**src/rtl/switch_pkg.sv**
```systemverilog
// Shared constants and types for the 4-port packet switch.
// Packet layout: {data[17:10], type[9:8], target[7:4], source[3:0]}.
package switch_pkg;

   localparam int DEPTH        = 8;
   localparam int PACKET_WIDTH = 18;
   localparam int PTR_W        = 3;

   localparam int SRC_LSB = 0;
   localparam int TGT_LSB = 4;
   localparam int TYP_LSB = 8;
   localparam int DAT_LSB = 10;

   typedef enum logic [1:0] {
      PKT_SINGLE = 2'b01,
      PKT_MULTI  = 2'b10,
      PKT_BCAST  = 2'b11
   } pkt_type_e;

   typedef enum logic {
      IDLE = 1'b0,
      ARB  = 1'b1
   } port_state_e;

endpackage

```
**src/rtl/sw_input_port.sv**
```systemverilog
// Input port: 8-deep FWFT packet FIFO plus the FSM that walks the head
// packet's target mask until every requested output has granted it.
module sw_input_port
   import switch_pkg::*;
(
   input  logic                    clk,
   input  logic                    rst_n,
   input  logic                    valid,
   input  logic [PACKET_WIDTH-1:0] pkt,
   input  logic [3:0]              grant,
   output logic [3:0]              req,
   output logic [PACKET_WIDTH-1:0] header
);

   logic [PACKET_WIDTH-1:0] mem [DEPTH];
   logic [PTR_W-1:0]        wr_ptr;
   logic [PTR_W-1:0]        rd_ptr;
   logic [PTR_W:0]          fifo_count;
   logic                    fifo_full;
   logic                    fifo_empty;
   logic                    write_en;
   logic                    read_en_fifo;
   port_state_e             current_state;
   logic [3:0]              remaining;
   logic [3:0]              remaining_next;

   assign fifo_full  = (fifo_count == (PTR_W+1)'(DEPTH));
   assign fifo_empty = (fifo_count == '0);
   assign header     = mem[rd_ptr];

   // Full is the registered flag: a same-cycle pop does not make room.
   assign write_en = valid && (pkt[TGT_LSB +: 4] != '0) && !fifo_full;

   assign remaining_next = remaining & ~grant;
   assign read_en_fifo   = (current_state == ARB) && (remaining_next == '0);
   assign req            = (current_state == ARB) ? remaining : '0;

   always_ff @(posedge clk) begin
      if (write_en) mem[wr_ptr] <= pkt;
   end

   always_ff @(posedge clk or negedge rst_n) begin
      if (!rst_n) begin
         wr_ptr     <= '0;
         rd_ptr     <= '0;
         fifo_count <= '0;
      end else begin
         if (write_en)     wr_ptr <= wr_ptr + 1'b1;
         if (read_en_fifo) rd_ptr <= rd_ptr + 1'b1;
         if (write_en && !read_en_fifo)
            fifo_count <= fifo_count + 1'b1;
         else if (!write_en && read_en_fifo)
            fifo_count <= fifo_count - 1'b1;
      end
   end

   always_ff @(posedge clk or negedge rst_n) begin
      if (!rst_n) begin
         current_state <= IDLE;
         remaining     <= '0;
      end else begin
         unique case (current_state)
            IDLE: begin
               if (!fifo_empty) begin
                  remaining     <= header[TGT_LSB +: 4];
                  current_state <= ARB;
               end
            end
            ARB: begin
               remaining <= remaining_next;
               if (read_en_fifo) current_state <= IDLE;
            end
         endcase
      end
   end

endmodule

```
**src/rtl/switch_4port.sv**
```systemverilog
// 4-port switch core: four input ports, one round-robin arbiter per
// output, and a two-register output path (grant capture, then drive).
module switch_4port
   import switch_pkg::*;
(
   input  logic            clk,
   input  logic            rst_n,
   input  logic [3:0]      valid_in,
   input  logic [3:0][3:0] source_in,
   input  logic [3:0][3:0] target_in,
   input  logic [3:0][1:0] pkt_type_in,
   input  logic [3:0][7:0] data_in,
   output logic [3:0]      valid_out,
   output logic [3:0][3:0] source_out,
   output logic [3:0][3:0] target_out,
   output logic [3:0][1:0] pkt_type_out,
   output logic [3:0][7:0] data_out
);

   logic [PACKET_WIDTH-1:0] header [4];
   logic [3:0]              req [4];
   logic [3:0]              grant [4];
   logic [1:0]              rr_ptr [4];
   logic [1:0]              win_idx [4];
   logic [3:0]              win_found;
   logic [3:0]              stage_valid;
   logic [PACKET_WIDTH-1:0] stage_pkt [4];

   for (genvar p = 0; p < 4; p++) begin : g_port
      sw_input_port u_port (
         .clk    (clk),
         .rst_n  (rst_n),
         .valid  (valid_in[p]),
         .pkt    ({data_in[p], pkt_type_in[p],
                   target_in[p], source_in[p]}),
         .grant  (grant[p]),
         .req    (req[p]),
         .header (header[p])
      );
   end

   // Search starts at the pointer so the last winner goes to the back.
   always_comb begin
      logic [1:0] cand;
      for (int k = 0; k < 4; k++) begin
         win_found[k] = 1'b0;
         win_idx[k]   = rr_ptr[k];
         for (int off = 0; off < 4; off++) begin
            cand = rr_ptr[k] + 2'(off);
            if (!win_found[k] && req[cand][k]) begin
               win_found[k] = 1'b1;
               win_idx[k]   = cand;
            end
         end
      end
   end

   always_comb begin
      for (int p = 0; p < 4; p++) begin
         grant[p] = '0;
         for (int k = 0; k < 4; k++)
            grant[p][k] = win_found[k] && (win_idx[k] == 2'(p));
      end
   end

   always_ff @(posedge clk or negedge rst_n) begin
      if (!rst_n) begin
         stage_valid  <= '0;
         valid_out    <= '0;
         source_out   <= '0;
         target_out   <= '0;
         pkt_type_out <= '0;
         data_out     <= '0;
         for (int k = 0; k < 4; k++) begin
            rr_ptr[k]    <= '0;
            stage_pkt[k] <= '0;
         end
      end else begin
         stage_valid <= win_found;
         valid_out   <= stage_valid;
         for (int k = 0; k < 4; k++) begin
            if (win_found[k]) begin
               rr_ptr[k]    <= win_idx[k] + 2'd1;
               stage_pkt[k] <= header[win_idx[k]];
            end
            if (stage_valid[k]) begin
               source_out[k]   <= stage_pkt[k][SRC_LSB +: 4];
               target_out[k]   <= stage_pkt[k][TGT_LSB +: 4];
               pkt_type_out[k] <= stage_pkt[k][TYP_LSB +: 2];
               data_out[k]     <= stage_pkt[k][DAT_LSB +: 8];
            end
         end
      end
   end

endmodule

```
**config.mk**
```make
export PLATFORM = sky130hd
export DESIGN_NAME = switch_4port
export DESIGN_NICKNAME = d
export VERILOG_FILES = /design/src/rtl/switch_pkg.sv /design/src/rtl/sw_input_port.sv /design/src/rtl/switch_4port.sv
export SDC_FILE = /design/constraint.sdc
export NUM_CORES = 1
export LEC_CHECK = 0
export ABC_CLOCK_PERIOD_IN_PS = 5600
export CAP_MARGIN = 20
export CORE_MARGIN = 2
export CORE_UTILIZATION = 55
export CTS_CLUSTER_SIZE = 30
export DETAILED_ROUTE_END_ITERATION = 8
export PLACE_DENSITY_LB_ADDON = 0.2
export SYNTH_ARGS = -nofsm -noshare
export SYNTH_HDL_FRONTEND = slang
export SYNTH_SLANG_ARGS = --single-unit
```
**constraint.sdc**
```tcl
create_clock -name clk -period 5.6 [get_ports clk]
set_input_delay 0.56 -clock clk [delete_from_list [all_inputs] [get_ports clk]]
set_output_delay 0.56 -clock clk [all_outputs]
set_load 0.02 [all_outputs]
```
==> results by stage, run 1 <==
Synthesis:
- The post-synthesis instance total is 2059.
- The share of flip-flops with an asynchronous set or reset is 27.6%.
- For this run, the leading register cell type out of synthesis is edfxtp_1.
- Sequential elements use 66.7% of the synthesized area.
- In this run, synthesis produced a sequential element count of 796.
- The number of nets handed over by synthesis was 2161.
- The number of distinct standard cells referenced by the synthesized netlist is 77.
- During synthesis, Yosys emitted a total of 0 warnings.
- The number of synthesized flops with an enable pin is 576.
- Each instance of the synthesized netlist takes up on average 16.6 um2.
- After synthesis the cells add up to 0.0342 mm2.

Timing:
- Setup violations remaining at the end of the flow were counted as 0.
- The worst setup skew after layout is 28.2 ps.
- The worst relative slew slack is 19.9%.
- In the final timing run, aggregate negative setup slack is 0 ps.
- The number of endpoints with negative hold slack in the final report is 0.
- The max-slew violation count is 0.
- The final critical delay including setup and external delays is 3800 ps.
- Setup repair after global routing left no endpoint under its margin.
- The actual slew at the worst max-slew pin is 1170 ps.
- The final critical path takes up 67.8% of the cycle.
- Final hold analysis gives a worst-case slack of 6.96 ps.
- Based on the critical path, the design can be clocked at up to 263 MHz.

Global route:
- The number of antenna violations at the first check in global routing is 0.
- The via count of the first global-routing pass is 19300.
- After global routing the overflow that remains totals 0.
- The first-pass GRT wire length is 124 mm.
- The global router's overall resource usage is 26.2%.
- Global routing used 41.3% of the available met2 tracks.
- The met3 global-route usage is 4.09%.
- The largest net degree at the start of global routing is 118.
- For met1 alone, demand over resource in global routing was 37.8%.
- met2 is the most crowded layer.

Layout:
- Relative to the synthesized area, the layout overhead comes to 15.2%.
- After the last flow step, the layout net total stands at 2346.
- The count of antenna diodes in the layout is 0.
- Once layout is complete, the cells apart from fillers number 3147.
- Cells with a size suffix above 1 make up 19.3% of the layout.

Clock tree:
- The number of levels in the clock H-tree is 3.
- The clock sink count is 796.
- The post-cts hold buffer count is 0.
- The number of buffers on the longest clock path is 3.
- The root buffer cell chosen for the clock tree is clkbuf_16.
- In this run, post-CTS repair resized a total of 0 instances.
- TritonCTS built the clock tree.
- The post-CTS setup repair buffer count is 0.
- The clock latency on the worst-skew pair is 650 ps.
- Counting the buffers created by CTS gives 82.
- After clock tree synthesis, the clock-pin slew on the worst setup and hold paths is 60 ps.

Critical path:
- Along the worst path, the maximum fanout reaches 31.
- The critical path is of the register to register type.
- The worst setup path is launched from a register.
- STA classifies the critical path endpoint as a register.
- The reg2reg setup slack is 1800 ps.
- The required time at the endpoint of the critical path is 6120 ps.
- STA puts the critical path data arrival time at 4310 ps.

Drt:
- The vias per cell is 6.16.
- The number of vias in the routed layout is 19400.
- The count of TritonRoute iterations in the first routing pass is 6.
- The routed wirelength normalized by instance count is 26.3 um.
- After detailed routing, the number of remaining DRC violations is 0.
- The post-route antenna net violation count is 0.
- Wires add up to 82.6 mm.
- In this run, the number of DRC markers left after iteration 0 of detailed routing was 2040.

Power:
- The maximum resistive drop on vdd is 0.355 mV.
- In this run the static leakage power is 14.3 nW.
- The cell area power density is 682 mW/mm2.
- The design draws 26.9 mW.

Floorplan:
- The area of the core is 0.0616 mm2.
- In this run the vertical extent of the chip is 253 um.
- The floorplan step defined a die boundary enclosing 0.0642 mm2.
- The cell row count is 91.
- The die width is 253 um.
- The initial standard-cell utilization of the core is 55.5%.
- 154 I/O pins were placed.

Placement:
- The placed wire-length estimate after detailed placement is 54.6 mm.
- The port buffer count is 153.
- Routability-driven placement finished with a final weighted congestion of 0.890.
- In this run, placement finished with an instance count of 2997.

Hold path:
- The path class of the tightest hold or removal check is input port to async pin.

Run:
- The tool flagged a number of max-cap violations equal to 0.

Run status:
- The flow ran to the end, and the final reports show no timing, DRC or antenna violations.
-- kinds of logic after synthesis --
kind of cell,Yosys count,share of synthesized area (%)
and+or+nand+nor,328,4.52
AOI/OAI and AO/OA,344,6.84
adders and majority gates,24,0.966
xor gates and xnor gates,32,0.819
buffers and inverters,148,2.41
muxes,387,17.8
DFF,796,66.7
-- critical path, stage by stage, from the launching register on --
cell and delay, ps:
dfrtp_1 1020, nand2_1 370, a22o_1 310, a211oi_1 480, nor4_4 120, inv_1 90
ha_1 190, inv_1 100, ha_1 310, a21o_1 180, a21oi_1 170, xnor2_1 130
nor2_1 60, xor2_1 140
-- final cells by class --
cell class | count | area [um2]
Timing Repair Buffer | 216 | 2010
Tap cell | 837 | 1050
Clock buffer | 109 | 2280
Inverter | 33 | 124
Fill cell | 4291 | 22200
Sequential cell | 796 | 22800
Clock inverter | 41 | 499
Multi-Input combinational cell | 1115 | 10700
-- report_power, final --
group          leakage, nW  internal, mW  switching, mW
Clock                 1.35          3.26           2.28
Sequential            7.80          7.88           1.47
Combinational         5.11          5.13           6.85
-- cell usage in the layout, fill, tap and decap left out, types with 10 or more instances in the layout --
master / instances
a211oi_1: 23
a21o_1: 23
a21oi_1: 94
a221o_1: 18
a22oi_1: 19
a31oi_1: 19
and2_1: 10
and3_1: 15
buf_4: 63
clkbuf_1: 17
clkbuf_16: 84
clkdlybuf4s50_1: 152
clkinv_1: 11
dfrtp_1: 214
edfxtp_1: 576
ha_1: 20
inv_1: 32
mux2_2: 93
mux2i_1: 136
mux2i_4: 12
mux4_1: 37
mux4_2: 107
nand2_1: 93
nand2b_1: 33
nand3_1: 10
nor2_1: 124
nor3_2: 11
o21ai_0: 49
o21bai_1: 19
xnor2_1: 21
xor2_1: 11
-- worst paths after layout --
kind | startpoint | end | cells after the start
min reg2reg | stage_pkt[47] | stage_pkt[47] | 2
min | rst_n | target_out[12] | 1
max in group asynchronous | rst_n | g_port[2].u_port.rd_ptr[1] | 2
max reg2reg | g_port[2].u_port.current_state | g_port[0].u_port.fifo_count[3] | 13
min in group clk | stage_pkt[47] | stage_pkt[47] | 2
max | g_port[2].u_port.current_state | g_port[0].u_port.fifo_count[3] | 13
-- sequential cells by signal, summed over array words and instances (netlist names) --
signal,cells
stage_pkt,72
g_port.u_port.current_state,4
pkt_type_out,8
valid_out,4
target_out,16
data_out,32
g_port.u_port.rd_ptr,12
rr_ptr,8
source_out,16
g_port.u_port.wr_ptr,12
stage_valid,4
g_port.u_port.mem,576
g_port.u_port.fifo_count,16
g_port.u_port.remaining,16
-- Yosys cell counts, types with 12 or more instances --
master,n,area share [%]
xnor2_1,21,0.54
mux4_2,107,7.0
nand2_1,93,1.0
nor3_1,17,0.25
edfxtp_1,576,51
buf_4,17,0.37
inv_1,32,0.35
a221o_1,18,0.53
a31oi_1,19,0.35
o21ai_0,49,0.72
dfrtp_1,220,16
nor2_1,124,1.4
buf_6,12,0.39
mux2i_4,12,0.79
ha_1,20,0.73
a211oi_1,23,0.50
nand2b_1,33,0.60
a22oi_1,19,0.42
mux2_2,93,3.1
mux4_1,37,2.8
buf_2,25,0.37
a21o_1,23,0.50
o21bai_1,19,0.42
mux2i_1,136,4.0
clkbuf_1,45,0.49
and3_1,15,0.27
a21oi_1,94,1.4
-- routing by layer --
layer	routed length, um	up-vias
met5	0	-
met4	2270	0
met3	5440	149
met2	39700	748
met1	35300	9985
li1	-	8492
-- per-stage QoR --
| stage | util (%) | worst slack, ps | cell area, um2 |
|---|---|---|---|
| finish | 64.0 | 1800 | 39400 |
| CTS | 64.0 | 1870 | 39400 |
| global route | 64.0 | 1540 | 39400 |
| floorplan | - | 2610 | 34200 |
| global placement | 59.5 | 1960 | 36600 |
| detailed placement | 59.5 | 1890 | 36600 |
Note: power is estimated with default switching activity, not from simulation.
==> inputs of run 2 (changes only) <==
--- a/config.mk
+++ b/config.mk
@@ -5,7 +5,7 @@
 export SDC_FILE = /design/constraint.sdc
 export NUM_CORES = 1
 export LEC_CHECK = 0
-export ABC_CLOCK_PERIOD_IN_PS = 5600
+export ABC_CLOCK_PERIOD_IN_PS = 3900
 export CAP_MARGIN = 20
 export CORE_MARGIN = 2
 export CORE_UTILIZATION = 55
==> constraint.sdc (replaced) <==
create_clock -name clk -period 3.9 [get_ports clk]
set_input_delay 0.39 -clock clk [delete_from_list [all_inputs] [get_ports clk]]
set_output_delay 0.39 -clock clk [all_outputs]
set_load 0.02 [all_outputs]
==> run 2 against run 1 <==
Effect of this change:
- hold slack better by 320 ps
- global-route usage shrank 0.097 points
- critical endpoint is now g_port[3].u_port.fifo_count[3]
- non-clock buffer count grew 50
- wire length decreased by 0.51%
- first-iteration DRC count shrank 7.2%
- sequential power rose by 41%
- combinational power grew 49%
- fmax grew 11%
- clock power grew 45%
==> results by stage, run 2 (synthesis gave the netlist of run 1 again) <==
Clock tree:
- The total CTS buffers is 82 (unchanged).
- The cell at the root of the clock tree is clkbuf_16 (unchanged).
- The post-cts hold buffer count was 1 (was 0).
- The clock latency on the worst-skew pair is 640 ps (was 650 ps).
- The number of levels in the clock H-tree is 3 (unchanged).
- The TritonCTS clock tree is done (unchanged).
- The clock edge transition at the registers on the reported setup and hold paths is 60 ps (about the same).
- The count of instances resized after the clock tree is built is 0 (unchanged).
- The number of buffers on the longest clock path is 3 (unchanged).
- The clock sink count was 796 (unchanged).
- The post-CTS setup repair buffer count came to 0 (unchanged).

Drt:
- The routed wirelength normalized by instance count is 25.7 um (was 26.3 um).
- The number of vias in the routed layout is 19500 (was 19400).
- The vias per cell is 6.12 (was 6.16).
- The routed wire length was 82.2 mm (was 82.6 mm).
- The post-detailed-route DRC marker count is 0 (unchanged).
- The post-route antenna net violation count is 0 (unchanged).
- The iteration-0 DRC count of the detailed router is 1894 (was 2040).
- The count of TritonRoute iterations in the first routing pass is 8 (was 6).

Critical path:
- The kind of cell adding the most delay to the critical path is compound AO/OA/AOI/OAI gates (unchanged).
- The required time at the endpoint of the critical path is 4420 ps (was 6120 ps).
- The endpoint of the worst register-to-register path was g_port[3].u_port.fifo_count[3] (was g_port[0].u_port.fifo_count[3]).
- The startpoint of the lowest-slack register-to-register path is g_port[1].u_port.current_state (was g_port[2].u_port.current_state).
- The number of cells on the worst reg-to-reg path is 12 (was 13).
- The last element of the critical path is g_port[3].u_port.fifo_count[3] (was g_port[0].u_port.fifo_count[3]).
- The slowest cell on the critical path is dfrtp_1 (unchanged).
- The biggest cell delay along the critical path is 630 ps (was 1020 ps).
- The sort of element at the end of the critical path is a register (unchanged).
- The type of origin of the critical path is a register (unchanged).
- The reg2reg setup slack was 470 ps (was 1800 ps).
- The depth of the critical timing path with buffers and inverters included is 12 (was 13).
- The arrival time of data at the critical path endpoint came to 3950 ps (was 4310 ps).
- The critical path class is register to register (unchanged).
- Cells along the critical path: nand2_1 > a21oi_1 > o31ai_1 > nand4_1 > ha_1 > inv_1 > ha_1 > a21o_1 > a21oi_1 > xnor2_1 > nor2_1 > xor2_1 (was nand2_1 > a22o_1 > a211oi_1 > nor4_4 > inv_1 > ha_1 > inv_1 > ha_1 > a21o_1 > a21oi_1 > xnor2_1 > nor2_1 > xor2_1).
- The launching instance or port of the critical path is g_port[1].u_port.current_state (was g_port[2].u_port.current_state).
- The count of buffering cells on the critical path with inverters included is 1 (was 2).
- The top fanout value on the critical path came to 20 (was 31).

Layout:
- The most common library cell in the layout ignoring fill and taps is edfxtp_1 (unchanged).
- The flip-flop count of the largest register, all copies and words added came to 576 (unchanged).
- The count of antenna diodes in the layout came to 0 (unchanged).
- The number of nets in the final layout is 2396 (was 2346).
- Registers with the most flip-flops: g_port.u_port.mem x576, stage_pkt x72, data_out x32 (unchanged).
- The fill cell total of the finished layout is 4301 (was 4291).
- The area growth from synthesis to layout was 16.5% (was 15.2%).
- The fraction of layout cells with a size suffix above 1 is 21.0% (was 19.3%).
- The register with the most flip-flops is g_port.u_port.mem (unchanged).
- Leading cell types in the layout, fill and taps excluded: 576 x edfxtp_1, 215 x dfrtp_1, 152 x clkdlybuf4s50_1 (was 576 x edfxtp_1, 214 x dfrtp_1, 152 x clkdlybuf4s50_1).

Timing:
- The worst setup skew after layout was 14.5 ps (was 28.2 ps).
- The setup-violating endpoint count in the final report is 0 (unchanged).
- The final critical delay including setup and external delays is 3430 ps (was 3800 ps).
- The actual slew at the worst max-slew pin is 937 ps (was 1170 ps).
- The accumulated negative setup slack came to 0 ps (unchanged).
- The max-slew violation count is 0 (unchanged).
- The final critical-path share of the clock period is 87.9% (was 67.8%).
- The maximum operating frequency is 292 MHz (was 263 MHz).
- The number of endpoints with negative hold slack in the final report came to 0 (unchanged).
- The worst relative slew slack came to 35.7% (was 19.9%).
- Unrepaired setup endpoints after global routing: no (unchanged).

Global route:
- The first-pass GRT wire length is 124 mm (about the same).
- The via count of the first global-routing pass is 19600 (was 19300).
- The largest net degree at the start of global routing came to 79 (was 118).
- The number of antenna violations at the first check in global routing came to 0 (unchanged).
- The total congestion overflow after global routing came to 0 (unchanged).
- The global router's overall resource usage is 26.1% (was 26.2%).

Power:
- The total chip power is 39.1 mW (was 26.9 mW).
- The register share of total power is 33.7% (was 34.8%).
- The share of power burned in combinational logic was 45.7% (was 44.6%).
- The switching part of the total power is 39.0% (was 39.5%).
- The clock network fraction of total power is 20.5% (was 20.6%).
- The maximum resistive drop on vdd is 0.564 mV (was 0.355 mV).
- The leakage component of the power is 14.5 nW (was 14.3 nW).
- The cell area power density is 983 mW/mm2 (was 682 mW/mm2).
- The net switching power is 15.3 mW (was 10.6 mW).
- The internal power of the cells came to 23.9 mW (was 16.3 mW).

Floorplan:
- The die width is 253 um (unchanged).
- The cell row count was 91 (unchanged).
- The area of the core is 0.0616 mm2 (unchanged).
- The area of the die was 0.0642 mm2 (unchanged).
- The number of placed I/O pins came to 154 (unchanged).
- The initial standard-cell utilization of the core is 55.5% (unchanged).
- The height of the die was 253 um (unchanged).

Placement:
- The placed wire-length estimate after detailed placement came to 55.0 mm (was 54.6 mm).
- The weighted congestion reported at the end of routability-driven placement came to 0.900 (was 0.890).
- The port buffer count is 153 (unchanged).

Hold path:
- The classification of the worst-slack hold path is input port to async pin (unchanged).

Run:
- The max capacitance violation total is 0 (unchanged).

Run status:
- Result of the run: finished clean (unchanged).
==> run 2: through the flow <==
step | setup WS, ps | cells | hold WS (ps) | utilization, % | cell area [um2]
after detailed placement | 567 | 3046 | 427 | 60.2 | 37100
after global placement | 599 | 3046 | 422 | 60.2 | 37100
after CTS | 519 | 3194 | 336 | 64.7 | 39800
after global routing | 196 | 3194 | 388 | 64.7 | 39800
after floorplan | 1000 | 2059 | 94.4 | - | 34200
final | 473 | 3194 | 327 | 64.7 | 39800
==> run 2: power by group through the flow <==
stage	sequential, mW	clock [mW]	combinational (mW)
2_1_floorplan	12.7	0	12.2
3_3_place_gp	13.2	0	17.4
3_5_place_dp	13.3	0	17.7
4_1_cts	13.2	8.17	17.8
5_1_grt	13.4	8.49	19.1
6_report	13.2	8.03	17.9
==> run 2: worst min path at each step <==
stage | end | slack [ps] | depth (start not counted)
after floorplan | data_out[0] | 90 | 0
after global placement | source_out[12] | 420 | 1
after detailed placement | target_out[14] | 430 | 1
after CTS | target_out[14] | 340 | 2
after global routing | source_out[12] | 390 | 2
final | source_out[7] | 330 | 2
==> run 2: area by class of cell <==
class                           instances  area (um2)  share of cell area (%)
Multi-Input combinational cell       1115       10700                    26.7
Timing Repair Buffer                  266        2450                    6.15
Clock inverter                         52         642                    1.61
Clock buffer                           95        2120                    5.32
Tap cell                              837        1050                    2.63
Sequential cell                       796       22800                    57.2
Inverter                               33         124                   0.311
==> run 2: layer usage <==
layer	vias up	share of wire (%)	global-route usage (%)
met1	10100	43	37.5
met3	138	6.8	4.33
met2	773	48	41.3
met5	-	0	0
li1	8578	-	-
met4	0	2.6	8.27
==> inputs of run 3 (changes only) <==
--- a/config.mk
+++ b/config.mk
@@ -7,9 +7,8 @@
 export LEC_CHECK = 0
 export ABC_CLOCK_PERIOD_IN_PS = 3900
 export CAP_MARGIN = 20
-export CORE_MARGIN = 2
+export CORE_MARGIN = 1
 export CORE_UTILIZATION = 55
-export CTS_CLUSTER_SIZE = 30
 export DETAILED_ROUTE_END_ITERATION = 8
 export PLACE_DENSITY_LB_ADDON = 0.2
 export SYNTH_ARGS = -nofsm -noshare
==> run 3 against run 2 <==
Effect of this change:
- non-clock buffer count increased by 17
- highest routed layer unchanged
- via count increased by 0.21%
- largest cell class unchanged
- wire length increased by 1.0%
- critical endpoint is now g_port[1].u_port.fifo_count[3]
- flip-flop and latch count unchanged
- cell count increased by 0.59%
- sequential power about the same
- critical path type unchanged
- total power decreased by 0.24%
- largest power group unchanged
==> results by stage, run 3 (synthesis gave the netlist of run 1 again) <==
Global route:
- The largest net degree at the start of global routing is 106 (was 79).
- The via count of the first global-routing pass was 19800 (was 19600).
- The number of antenna violations at the first check in global routing was 2 (was 0).
- The total congestion overflow after global routing is 0 (unchanged).
- The global router's overall resource usage is 26.7% (was 26.1%).
- The first-pass GRT wire length is 125 mm (was 124 mm).

Critical path:
- Cells along the critical path: a22oi_1 > o21ai_0 > o21ai_0 > nand4_1 > ha_1 > inv_1 > ha_1 > a21o_1 > a21oi_1 > xnor2_1 > nor2_1 > xor2_1 (was nand2_1 > a21oi_1 > o31ai_1 > nand4_1 > ha_1 > inv_1 > ha_1 > a21o_1 > a21oi_1 > xnor2_1 > nor2_1 > xor2_1).
- The arrival time of data at the critical path endpoint is 3980 ps (was 3950 ps).
- The number of cells on the worst reg-to-reg path is 12 (unchanged).
- The top fanout value on the critical path is 23 (was 20).
- The endpoint of the worst register-to-register path is g_port[1].u_port.fifo_count[3] (was g_port[3].u_port.fifo_count[3]).
- The biggest cell delay along the critical path is 660 ps (was 630 ps).
- The launching instance or port of the critical path was g_port[3].u_port.current_state (was g_port[1].u_port.current_state).
- The type of origin of the critical path is a register (unchanged).
- The critical path class was register to register (unchanged).
- The startpoint of the lowest-slack register-to-register path is g_port[3].u_port.current_state (was g_port[1].u_port.current_state).
- The required time at the endpoint of the critical path was 4420 ps (about the same).
- The sort of element at the end of the critical path is a register (unchanged).
- The reg2reg setup slack is 440 ps (was 470 ps).
- The slowest cell on the critical path was dfrtp_1 (unchanged).

Timing:
- The max-slew violation count is 0 (unchanged).
- The worst setup skew after layout was 23.3 ps (was 14.5 ps).
- The worst hold slack across all endpoints was 405 ps (was 327 ps).
- The number of endpoints with negative hold slack in the final report is 0 (unchanged).
- The setup-violating endpoint count in the final report is 0 (unchanged).
- The accumulated negative setup slack is 0 ps (unchanged).
- The final critical-path share of the clock period is 88.7% (was 87.9%).
- The worst relative slew slack is 30.3% (was 35.7%).
- The maximum operating frequency was 289 MHz (was 292 MHz).
- The actual slew at the worst max-slew pin is 1050 ps (was 937 ps).
- The final critical delay including setup and external delays was 3460 ps (was 3430 ps).
- Unrepaired setup endpoints after global routing: no (unchanged).

Drt:
- The post-detailed-route DRC marker count is 0 (unchanged).
- The uppermost layer routed is met4 (unchanged).
- The routed wire length is 83.0 mm (was 82.2 mm).
- The detailed route wirelength on metal3 is 5.39 mm (was 5.63 mm).
- The post-route antenna net violation count was 0 (unchanged).
- The number of vias in the routed layout is 19600 (was 19500).
- The routed length on met1 is 35.6 mm (was 35.1 mm).
- The routed wirelength normalized by instance count came to 25.8 um (was 25.7 um).
- The total met2 wirelength after detailed routing is 39.2 mm (was 39.3 mm).
- The iteration-0 DRC count of the detailed router is 1960 (was 1894).
- The count of TritonRoute iterations in the first routing pass is 6 (was 8).
- The vias per cell is 6.10 (was 6.12).

Placement:
- The placed wire-length estimate after detailed placement is 56.4 mm (was 55.0 mm).
- The weighted congestion reported at the end of routability-driven placement is 0.899 (was 0.900).
- The port buffer count is 153 (unchanged).

Layout:
- The area growth from synthesis to layout is 16.6% (was 16.5%).
- The most common library cell in the layout ignoring fill and taps is edfxtp_1 (unchanged).
- The fraction of layout cells with a size suffix above 1 was 21.5% (was 21.0%).
- Leading cell types in the layout, fill and taps excluded: 576 x edfxtp_1, 215 x dfrtp_1, 152 x clkdlybuf4s50_1 (unchanged).
- The flip-flop count of the largest register, all copies and words added is 576 (unchanged).
- The count of antenna diodes in the layout is 0 (unchanged).
- The register with the most flip-flops was g_port.u_port.mem (unchanged).
- The number of nets in the final layout is 2413 (was 2396).
- Registers with the most flip-flops: g_port.u_port.mem x576, stage_pkt x72, data_out x32 (unchanged).
- The fill cell total of the finished layout was 4280 (was 4301).

Power:
- The maximum resistive drop on vdd is 0.645 mV (was 0.564 mV).
- The leakage component of the power is 14.6 nW (was 14.5 nW).
- The cell area power density is 979 mW/mm2 (was 983 mW/mm2).

Floorplan:
- The cell row count is 91 (unchanged).
- The die width came to 251 um (was 253 um).
- The area of the core is 0.0616 mm2 (unchanged).
- The initial standard-cell utilization of the core is 55.5% (unchanged).
- The number of placed I/O pins was 154 (unchanged).
- The area of the die is 0.0632 mm2 (was 0.0642 mm2).
- The height of the die was 251 um (was 253 um).

Clock tree:
- The TritonCTS clock tree is done (unchanged).
- The post-cts hold buffer count is 1 (unchanged).
- The clock latency on the worst-skew pair was 640 ps (about the same).
- The clock edge transition at the registers on the reported setup and hold paths was 60 ps (about the same).
- The clock sink count is 796 (unchanged).
- The cell at the root of the clock tree is clkbuf_16 (unchanged).
- The total CTS buffers is 82 (unchanged).
- The number of levels in the clock H-tree is 3 (unchanged).
- The number of buffers on the longest clock path is 3 (unchanged).
- The post-CTS setup repair buffer count is 0 (unchanged).
- The count of instances resized after the clock tree is built is 0 (unchanged).

Hold path:
- The classification of the worst-slack hold path is input port to async pin (unchanged).

Run status:
- Result of the run: finished clean (unchanged).

Run:
- The max capacitance violation total is 0 (unchanged).
run 3: routing by layer:
layer / vias up / GRT usage, %
li1: 8594 / -
met1: 10100 / 37.8
met2: 715 / 41.6
met3: 173 / 5.17
met4: 0 / 10.1
met5: - / 0
run 3: how the worst max path moves through the flow:
stage / end / cells past startpoint / slack [ps]
final: g_port[1].u_port.fifo_count[3] / 12 / 440
after global routing: g_port[1].u_port.fifo_count[3] / 12 / 180
after CTS: g_port[3].u_port.fifo_count[3] / 11 / 490
after detailed placement: g_port[1].u_port.mem[6][5] / 6 / 400
after global placement: g_port[1].u_port.mem[6][5] / 6 / 530
after floorplan: g_port[1].u_port.mem[3][0] / 4 / 1000
run 3: area by class of cell:
class	instances	area [um2]	share of cell area (%)
Inverter	33	124	0.311
Clock buffer	111	2340	5.86
Sequential cell	796	22800	57.2
Multi-Input combinational cell	1115	10700	26.7
Clock inverter	38	342	0.856
Timing Repair Buffer	283	2580	6.47
Tap cell	837	1050	2.63
run 3: critical path: cells and delay by family, from the launching register on:
family | cells | cell delay, ps
buffers and inverters | 1 | 140
adder cells (fa/ha/maj) | 2 | 570
flip-flops | 1 | 660
AO/OA/AOI/OAI | 5 | 1330
AND/OR/NAND/NOR | 2 | 360
XOR/XNOR | 2 | 270
run 3: through the flow:
stage	worst slack [ps]	power [mW]	cells	instance area, um2	util, %
after global routing	181	40.9	3213	39900	64.8
after floorplan	1000	24.9	2059	34200	-
after CTS	488	39.1	3211	39900	64.7
final	439	39.1	3213	39900	64.8
after detailed placement	399	31.3	3061	37200	60.4
after global placement	527	30.9	3061	37200	60.4
run 3: power by group:
| group | leakage (nW) | switching, mW | internal, mW |
|---|---|---|---|
| Combinational | 5.46 | 10.0 | 7.97 |
| Sequential | 7.80 | 2.03 | 11.3 |
| Clock | 1.30 | 3.23 | 4.49 |
